[config.mk]
export PLATFORM = sky130hd
export DESIGN_NAME = nn_beat_feeder
export DESIGN_NICKNAME = d
export VERILOG_FILES = /design/src/rtl/nn_beat_feeder.sv
export SDC_FILE = /design/constraint.sdc
export NUM_CORES = 1
export LEC_CHECK = 0
export ABC_AREA = 1
export BUFFER_PORTS_ARGS = -buffer_cell sky130_fd_sc_hd__buf_2
export CAP_MARGIN = 5
export CELL_PAD_IN_SITES_DETAIL_PLACEMENT = 2
export CELL_PAD_IN_SITES_GLOBAL_PLACEMENT = 2
export CORE_MARGIN = 2
export CORE_UTILIZATION = 36
export CTS_CLUSTER_DIAMETER = 80
export DETAILED_ROUTE_END_ITERATION = 8
export MAX_ROUTING_LAYER = met4
export PLACE_DENSITY = 0.88
export SYNTH_ARGS = -nofsm -noshare
export SYNTH_HDL_FRONTEND = slang
export SYNTH_SLANG_ARGS = --single-unit
[constraint.sdc]
create_clock -name clk -period 6.4 [get_ports clk]
set_input_delay 0.64 -clock clk [delete_from_list [all_inputs] [get_ports clk]]
set_output_delay 0.64 -clock clk [all_outputs]
set_load 0.01 [all_outputs]
[src/rtl/nn_beat_feeder.sv]
// nn_beat_feeder: packs a serial byte stream into LANES-wide beats and sends
// them segment by segment (input features, layer-1 neurons, layer-2 neurons)
// to the NN controller, which releases each following segment with seg_go.
module nn_beat_feeder #(
    parameter int unsigned LANES      = 50,
    parameter int unsigned DW         = 8,
    parameter int unsigned IN_BEATS   = 20,
    parameter int unsigned L1_BEATS   = 21,
    parameter int unsigned L1_NEURONS = 100,
    parameter int unsigned L2_BEATS   = 3,
    parameter int unsigned L2_NEURONS = 2
) (
    input  logic                  clk,
    input  logic                  reset,
    input  logic                  start,
    input  logic [DW-1:0]         s_data,
    input  logic                  s_valid,
    output logic                  s_ready,
    output logic [LANES*DW-1:0]   out_data,
    output logic [7:0]            count,
    output logic                  out_valid,
    input  logic                  out_ready,
    output logic                  seg_last,
    input  logic                  seg_go,
    output logic [7:0]            seg_id,
    output logic                  frame_done,
    output logic                  busy
);

    localparam int unsigned BW       = LANES * DW;
    localparam int unsigned PTR_W    = (LANES > 1) ? $clog2(LANES) : 1;
    localparam logic [PTR_W-1:0] PTR_LAST = PTR_W'(LANES - 1);
    localparam logic [7:0]       LAST_SEG = 8'(L1_NEURONS + L2_NEURONS);

    typedef enum logic [1:0] {
        ST_IDLE,
        ST_SEND,
        ST_WAIT_GO,
        ST_DONE
    } state_t;

    // Index of the final beat of the segment selected by id.
    function automatic logic [7:0] seg_last_idx(input logic [7:0] id);
        logic [7:0] r;
        if (id == 8'd0) begin
            r = 8'(IN_BEATS - 1);
        end else if (id <= 8'(L1_NEURONS)) begin
            r = 8'(L1_BEATS - 1);
        end else begin
            r = 8'(L2_BEATS - 1);
        end
        return r;
    endfunction

    state_t           state_q, state_d;
    logic [BW-1:0]    pack_buf_q, pack_buf_d;
    logic [PTR_W-1:0] lane_ptr_q, lane_ptr_d;
    logic             pack_full_q, pack_full_d;
    logic [BW-1:0]    out_data_q, out_data_d;
    logic             out_valid_q, out_valid_d;
    logic [7:0]       count_q, count_d;
    logic [7:0]       seg_id_q, seg_id_d;
    logic             seg_last_q, seg_last_d;
    logic             frame_done_q, frame_done_d;
    logic             busy_q, busy_d;
    logic             s_ready_q, s_ready_d;

    logic             accept;
    logic             consume;
    logic             last_beat;

    // State and datapath registers with synchronous reset.
    always_ff @(posedge clk) begin
        if (reset) begin
            state_q      <= ST_IDLE;
            pack_buf_q   <= '0;
            lane_ptr_q   <= '0;
            pack_full_q  <= 1'b0;
            out_data_q   <= '0;
            out_valid_q  <= 1'b0;
            count_q      <= '0;
            seg_id_q     <= '0;
            seg_last_q   <= 1'b0;
            frame_done_q <= 1'b0;
            busy_q       <= 1'b0;
            s_ready_q    <= 1'b0;
        end else begin
            state_q      <= state_d;
            pack_buf_q   <= pack_buf_d;
            lane_ptr_q   <= lane_ptr_d;
            pack_full_q  <= pack_full_d;
            out_data_q   <= out_data_d;
            out_valid_q  <= out_valid_d;
            count_q      <= count_d;
            seg_id_q     <= seg_id_d;
            seg_last_q   <= seg_last_d;
            frame_done_q <= frame_done_d;
            busy_q       <= busy_d;
            s_ready_q    <= s_ready_d;
        end
    end

    // Next-state: byte packing, beat hand-off, segment sequencing.
    always_comb begin
        state_d      = state_q;
        pack_buf_d   = pack_buf_q;
        lane_ptr_d   = lane_ptr_q;
        pack_full_d  = pack_full_q;
        out_data_d   = out_data_q;
        out_valid_d  = out_valid_q;
        count_d      = count_q;
        seg_id_d     = seg_id_q;
        frame_done_d = 1'b0;

        accept    = s_valid && s_ready_q;
        consume   = out_valid_q && out_ready;
        last_beat = (count_q == seg_last_idx(seg_id_q));

        // Bytes land in the pack buffer; the final lane marks the beat complete.
        if (accept) begin
            pack_buf_d[32'(lane_ptr_q) * DW +: DW] = s_data;
            if (lane_ptr_q == PTR_LAST) begin
                lane_ptr_d  = '0;
                pack_full_d = 1'b1;
            end else begin
                lane_ptr_d = lane_ptr_q + PTR_W'(1);
            end
        end

        if (consume) begin
            out_valid_d = 1'b0;
        end

        case (state_q)
            ST_IDLE: begin
                if (start) begin
                    state_d     = ST_SEND;
                    seg_id_d    = '0;
                    count_d     = '0;
                    lane_ptr_d  = '0;
                    pack_full_d = 1'b0;
                    out_valid_d = 1'b0;
                end
            end
            ST_SEND: begin
                if (consume) begin
                    if (last_beat) begin
                        count_d = '0;
                        if (seg_id_q == LAST_SEG) begin
                            state_d = ST_DONE;
                        end else begin
                            seg_id_d = seg_id_q + 8'd1;
                            state_d  = ST_WAIT_GO;
                        end
                    end else begin
                        count_d = count_q + 8'd1;
                    end
                end
                // A completed beat (including one finishing this cycle) moves out
                // unless the current segment is closing; that beat waits for seg_go.
                if (pack_full_d && (!out_valid_q || consume) && !(consume && last_beat)) begin
                    out_data_d  = pack_buf_d;
                    out_valid_d = 1'b1;
                    pack_full_d = 1'b0;
                end
            end
            ST_WAIT_GO: begin
                count_d     = '0;
                out_valid_d = 1'b0;
                if (seg_go) begin
                    state_d = ST_SEND;
                end
            end
            ST_DONE: begin
                state_d = ST_IDLE;
            end
            default: begin
                state_d = ST_IDLE;
            end
        endcase

        busy_d       = (state_d == ST_SEND) || (state_d == ST_WAIT_GO);
        frame_done_d = (state_d == ST_DONE);
        s_ready_d    = busy_d && !pack_full_d;
        seg_last_d   = out_valid_d && (count_d == seg_last_idx(seg_id_d));
    end

    assign s_ready    = s_ready_q;
    assign out_data   = out_data_q;
    assign count      = count_q;
    assign out_valid  = out_valid_q;
    assign seg_last   = seg_last_q;
    assign seg_id     = seg_id_q;
    assign frame_done = frame_done_q;
    assign busy       = busy_q;

endmodule

==> flow_summary.json <==
{
  "max_slew.worst_pin.slew_ns": 1.43,
  "final.setup_skew_ns": 0.0482,
  "synthesis.nets": 3978,
  "num_vias": 29751,
  "antenna_found_initial": 4,
  "dp_hpwl_mm": 90.6,
  "status": "finished clean",
  "wl_mm": 140,
  "startpoint": "lane_ptr_q[0]",
  "grt_max_degree": 265,
  "critPathBufInv": 5,
  "drive_above_1_share_pct": 15.9,
  "cts_resized": 0,
  "syn_inst": 3955,
  "register_area_mm2": 0.0166,
  "worst_slack_ns": 2.02,
  "ys_seq_area_share_pct": 53.6,
  "rsz0062_at_grt": "no",
  "crit_chain": "inv_2 -> ha_1 -> nor2_1 -> inv_1 -> nor2_2 -> inv_2 -> nor2_1 -> nand2_1 -> nor2_1 -> inv_1 -> o21ai_0 -> inv_1 -> a21oi_1",
  "clock_latency_ns": 0.67,
  "start_util_pct": 36.3,
  "rrSetupSlack_ns": 2.02,
  "syn_area_mm2": 0.0310,
  "nFillCells": 9639,
  "drt-wirelength-per-cell_um": 25.6,
  "cts_buffers": 90,
  "cpLargestDelayFamily": "simple AND/OR/NAND/NOR gates",
  "clkSinkCount": 830,
  "gr-total-overflow": 0,
  "slew_viol_final": 0,
  "endpoint": "out_data[219]",
  "setup_violations": 0,
  "drt_pass1_iterations": 5,
  "port_buffers": 434,
  "leakagePower_nw": 15.0,
  "arrival_ns": 4.96,
  "die-area_mm2": 0.0884,
  "avgSynthCellArea_um2": 7.83,
  "cts.reportedPaths.clkPinSlew_ns": 0.06,
  "place_ws_ns": 2.30,
  "synthToLayoutAreaGrowth_pct": 18.9,
  "yosysUniqueCellTypes": 45,
  "drt-initial-drc-count": 2018,
  "max_freq_ghz": 0.228,
  "final_area_mm2": 0.0368,
  "crit_type": "reg -> reg",
  "die_height_um": 297,
  "antenna_left": 0,
  "min_period_ns": 4.38,
  "worstPathRequired_ns": 6.98,
  "r2r-start": "lane_ptr_q[0]",
  "ys_seq_elements": 830,
  "maxCapViolations": 0,
  "max_stage_delay_ns": 0.88,
  "cellPowerDensity_mw_per_mm2": 301,
  "first_global_vias": 32445,
  "hp-class": "in -> reg",
  "placed_cell_area_mm2": 0.0337,
  "gp_congestion": 0.964,
  "via_per_inst": 5.45,
  "track_usage_pct": 31.8,
  "maxSlewHeadroom_pct": 4.94,
  "cts_tree": "yes",
  "synthFlopType": "dfxtp_1",
  "cp.depth": 13,
  "chipWidth_um": 297,
  "finalNetCount": 4268,
  "ioPinCount": 435,
  "cts.htree.levels": 3,
  "ctsLongestPathBuffers": 3,
  "final_hold_viol_count": 0,
  "path_max_fanout": 20,
  "ff2ff_path_depth": 13,
  "synthArstFlopShare_pct": 0,
  "tns_ns": 0,
  "rr_endpoint": "out_data[219]",
  "route.detailed.drc": 0,
  "cp-end-kind": "flip-flop",
  "multiInputGateArea_mm2": 0.0119,
  "cts_setup_buffers": 0,
  "synth_edf_count": 0,
  "startpoint_type": "flip-flop",
  "fin_crit_sh_pct": 68.4,
  "slowest_stage": "nor2_1",
  "irDropWorstVdd_mv": 0.181,
  "grt_pass1_wl_mm": 210,
  "cts-root-buf": "clkbuf_16",
  "ys_warn_count": 0,
  "rows": 107,
  "cts_hold_buf": 0,
  "coreArea_mm2": 0.0853
}
-- flip-flops by register name, summed over array words and instances (netlist names) --
register     cells
s_ready          1
lane_ptr_q       6
pack_full_q      1
busy             1
seg_id           8
out_valid        1
out_data       400
pack_buf_q     400
count            8
seg_last         1
state_q          2
frame_done       1
-- worst min-delay path by stage --
stage	start	to	slack, ns	depth (start not counted)
5_1_grt	seg_go	state_q[1]	0.39	3
6_report	seg_go	state_q[1]	0.37	3
3_5_place_dp	pack_buf_q[373]	pack_buf_q[373]	0.47	2
4_1_cts	seg_go	state_q[1]	0.36	3
3_3_place_gp	pack_buf_q[356]	pack_buf_q[356]	0.46	2
2_1_floorplan	pack_buf_q[115]	pack_buf_q[115]	0.45	2
-- area by class of cell --
| type | instances | share of cell area (%) |
|---|---|---|
| Antenna cell | 4 | 0.0272 |
| Clock buffer | 128 | 7.04 |
| Clock inverter | 34 | 1.48 |
| Inverter | 333 | 3.42 |
| Multi-Input combinational cell | 2531 | 32.4 |
| Sequential cell | 830 | 45.1 |
| Tap cell | 1144 | 3.88 |
| Timing Repair Buffer | 459 | 6.62 |
-- synthesized netlist by cell type (2+ instances only) --
| cell | instances | area, um^2 |
|---|---|---|
| buf_2 | 114 | 571 |
| nor2_4 | 12 | 135 |
| nand4_1 | 14 | 87.6 |
| o21ai_0 | 739 | 3700 |
| clkbuf_1 | 125 | 469 |
| buf_1 | 8 | 30.0 |
| a31oi_1 | 9 | 56.3 |
| nand2_2 | 9 | 56.3 |
| o31ai_1 | 5 | 37.5 |
| nor3b_1 | 2 | 15.0 |
| or2_2 | 5 | 31.3 |
| nor3_4 | 2 | 32.5 |
| mux2i_1 | 25 | 250 |
| nand2_1 | 435 | 1630 |
| o21a_1 | 6 | 45.0 |
| o22ai_1 | 4 | 25.0 |
| dfxtp_1 | 830 | 16600 |
| nand3b_1 | 2 | 15.0 |
| nor3_1 | 71 | 355 |
| nor2_1 | 581 | 2180 |
| ha_1 | 9 | 113 |
| a21oi_1 | 453 | 2270 |
| nor2_2 | 19 | 119 |
| xor2_1 | 6 | 52.6 |
| nand3_1 | 66 | 330 |
| buf_4 | 13 | 97.6 |
| o21ai_1 | 36 | 180 |
| inv_2 | 18 | 67.6 |
| inv_1 | 314 | 1180 |
| mux2_2 | 8 | 90.1 |
-- cells by family (layout without fill, tap and decap cells) --
family          Yosys count  after routing  synth area share, %
xor+xnor                  7              7                0.222
simple gates           1226           1226                 16.4
other cells               0              4                    0
mux                      33             33                 1.10
compound gates         1256           1256                 20.5
buf+inv                 594            954                 7.84
flops                   830            830                 53.6
fa+ha+maj                 9              9                0.363
-- metal layers --
layer	vias up	wire length, um	global-route usage [%]
li1	13512	-	-
met5	-	0	-
met2	894	67600	52.9
met4	0	8430	17.2
met3	357	7360	5.57
met1	14988	56500	36.4
-- cell usage in the layout (no fill, tap or decap), types with 2 or more instances in the layout --
cell type / Yosys / routed
dfxtp_1: 830 / 830
o21ai_0: 739 / 739
nor2_1: 581 / 581
a21oi_1: 453 / 453
nand2_1: 435 / 434
buf_2: 114 / 433
inv_1: 314 / 312
clkbuf_16: 0 / 90
nor3_1: 71 / 71
nand3_1: 66 / 66
o21ai_1: 36 / 36
mux2i_1: 25 / 25
clkbuf_8: 0 / 20
buf_4: 13 / 20
nor2_2: 19 / 19
inv_2: 18 / 18
clkbuf_1: 125 / 18
nand4_1: 14 / 14
nor2_4: 12 / 12
bufinv_16: 0 / 11
nand2_2: 9 / 9
a31oi_1: 9 / 9
ha_1: 9 / 9
clkinv_2: 0 / 9
mux2_2: 8 / 8
o21a_1: 6 / 6
xor2_1: 6 / 6
o31ai_1: 5 / 5
or2_2: 5 / 5
clkinvlp_4: 0 / 5
diode_2: 0 / 4
o22ai_1: 4 / 4
buf_12: 0 / 4
clkinv_8: 0 / 3
inv_6: 0 / 3
nand2_4: 1 / 2
nand3b_1: 2 / 2
nor3_4: 2 / 2
nor3b_1: 2 / 2
-- worst register-to-register path, delay by kind of cell (launching register included) --
kind	cells	cell delay (ns)
simple gates	5	2.07
buf+inv	5	0.75
fa+ha+maj	1	0.64
flops	1	0.48
compound gates	2	0.36
-- per-stage QoR --
step | cells | total power, mW | util, % | hold slack (ns)
after global routing | 5462 | 11.4 | 43.2 | 0.393
after CTS | 5459 | 11.1 | 43.2 | 0.362
after global placement | 5296 | 5.55 | 39.5 | 0.457
after detailed placement | 5297 | 5.56 | 39.5 | 0.474
after floorplan | 3955 | 5.45 | - | 0.447
final | 5463 | 11.1 | 43.2 | 0.369
-- power by group --
| group | internal [mW] | switching, mW | leakage (nW) | total (mW) |
|---|---|---|---|---|
| registers | 5.17 | 0.00295 | 6.68 | 5.17 |
| clock network | 3.29 | 2.34 | 1.53 | 5.63 |
| logic | 0.0365 | 0.239 | 6.78 | 0.276 |
| total | 8.49 | 2.59 | 15.0 | 11.1 |
No activity file was read; power rests on OpenSTA's default activity.
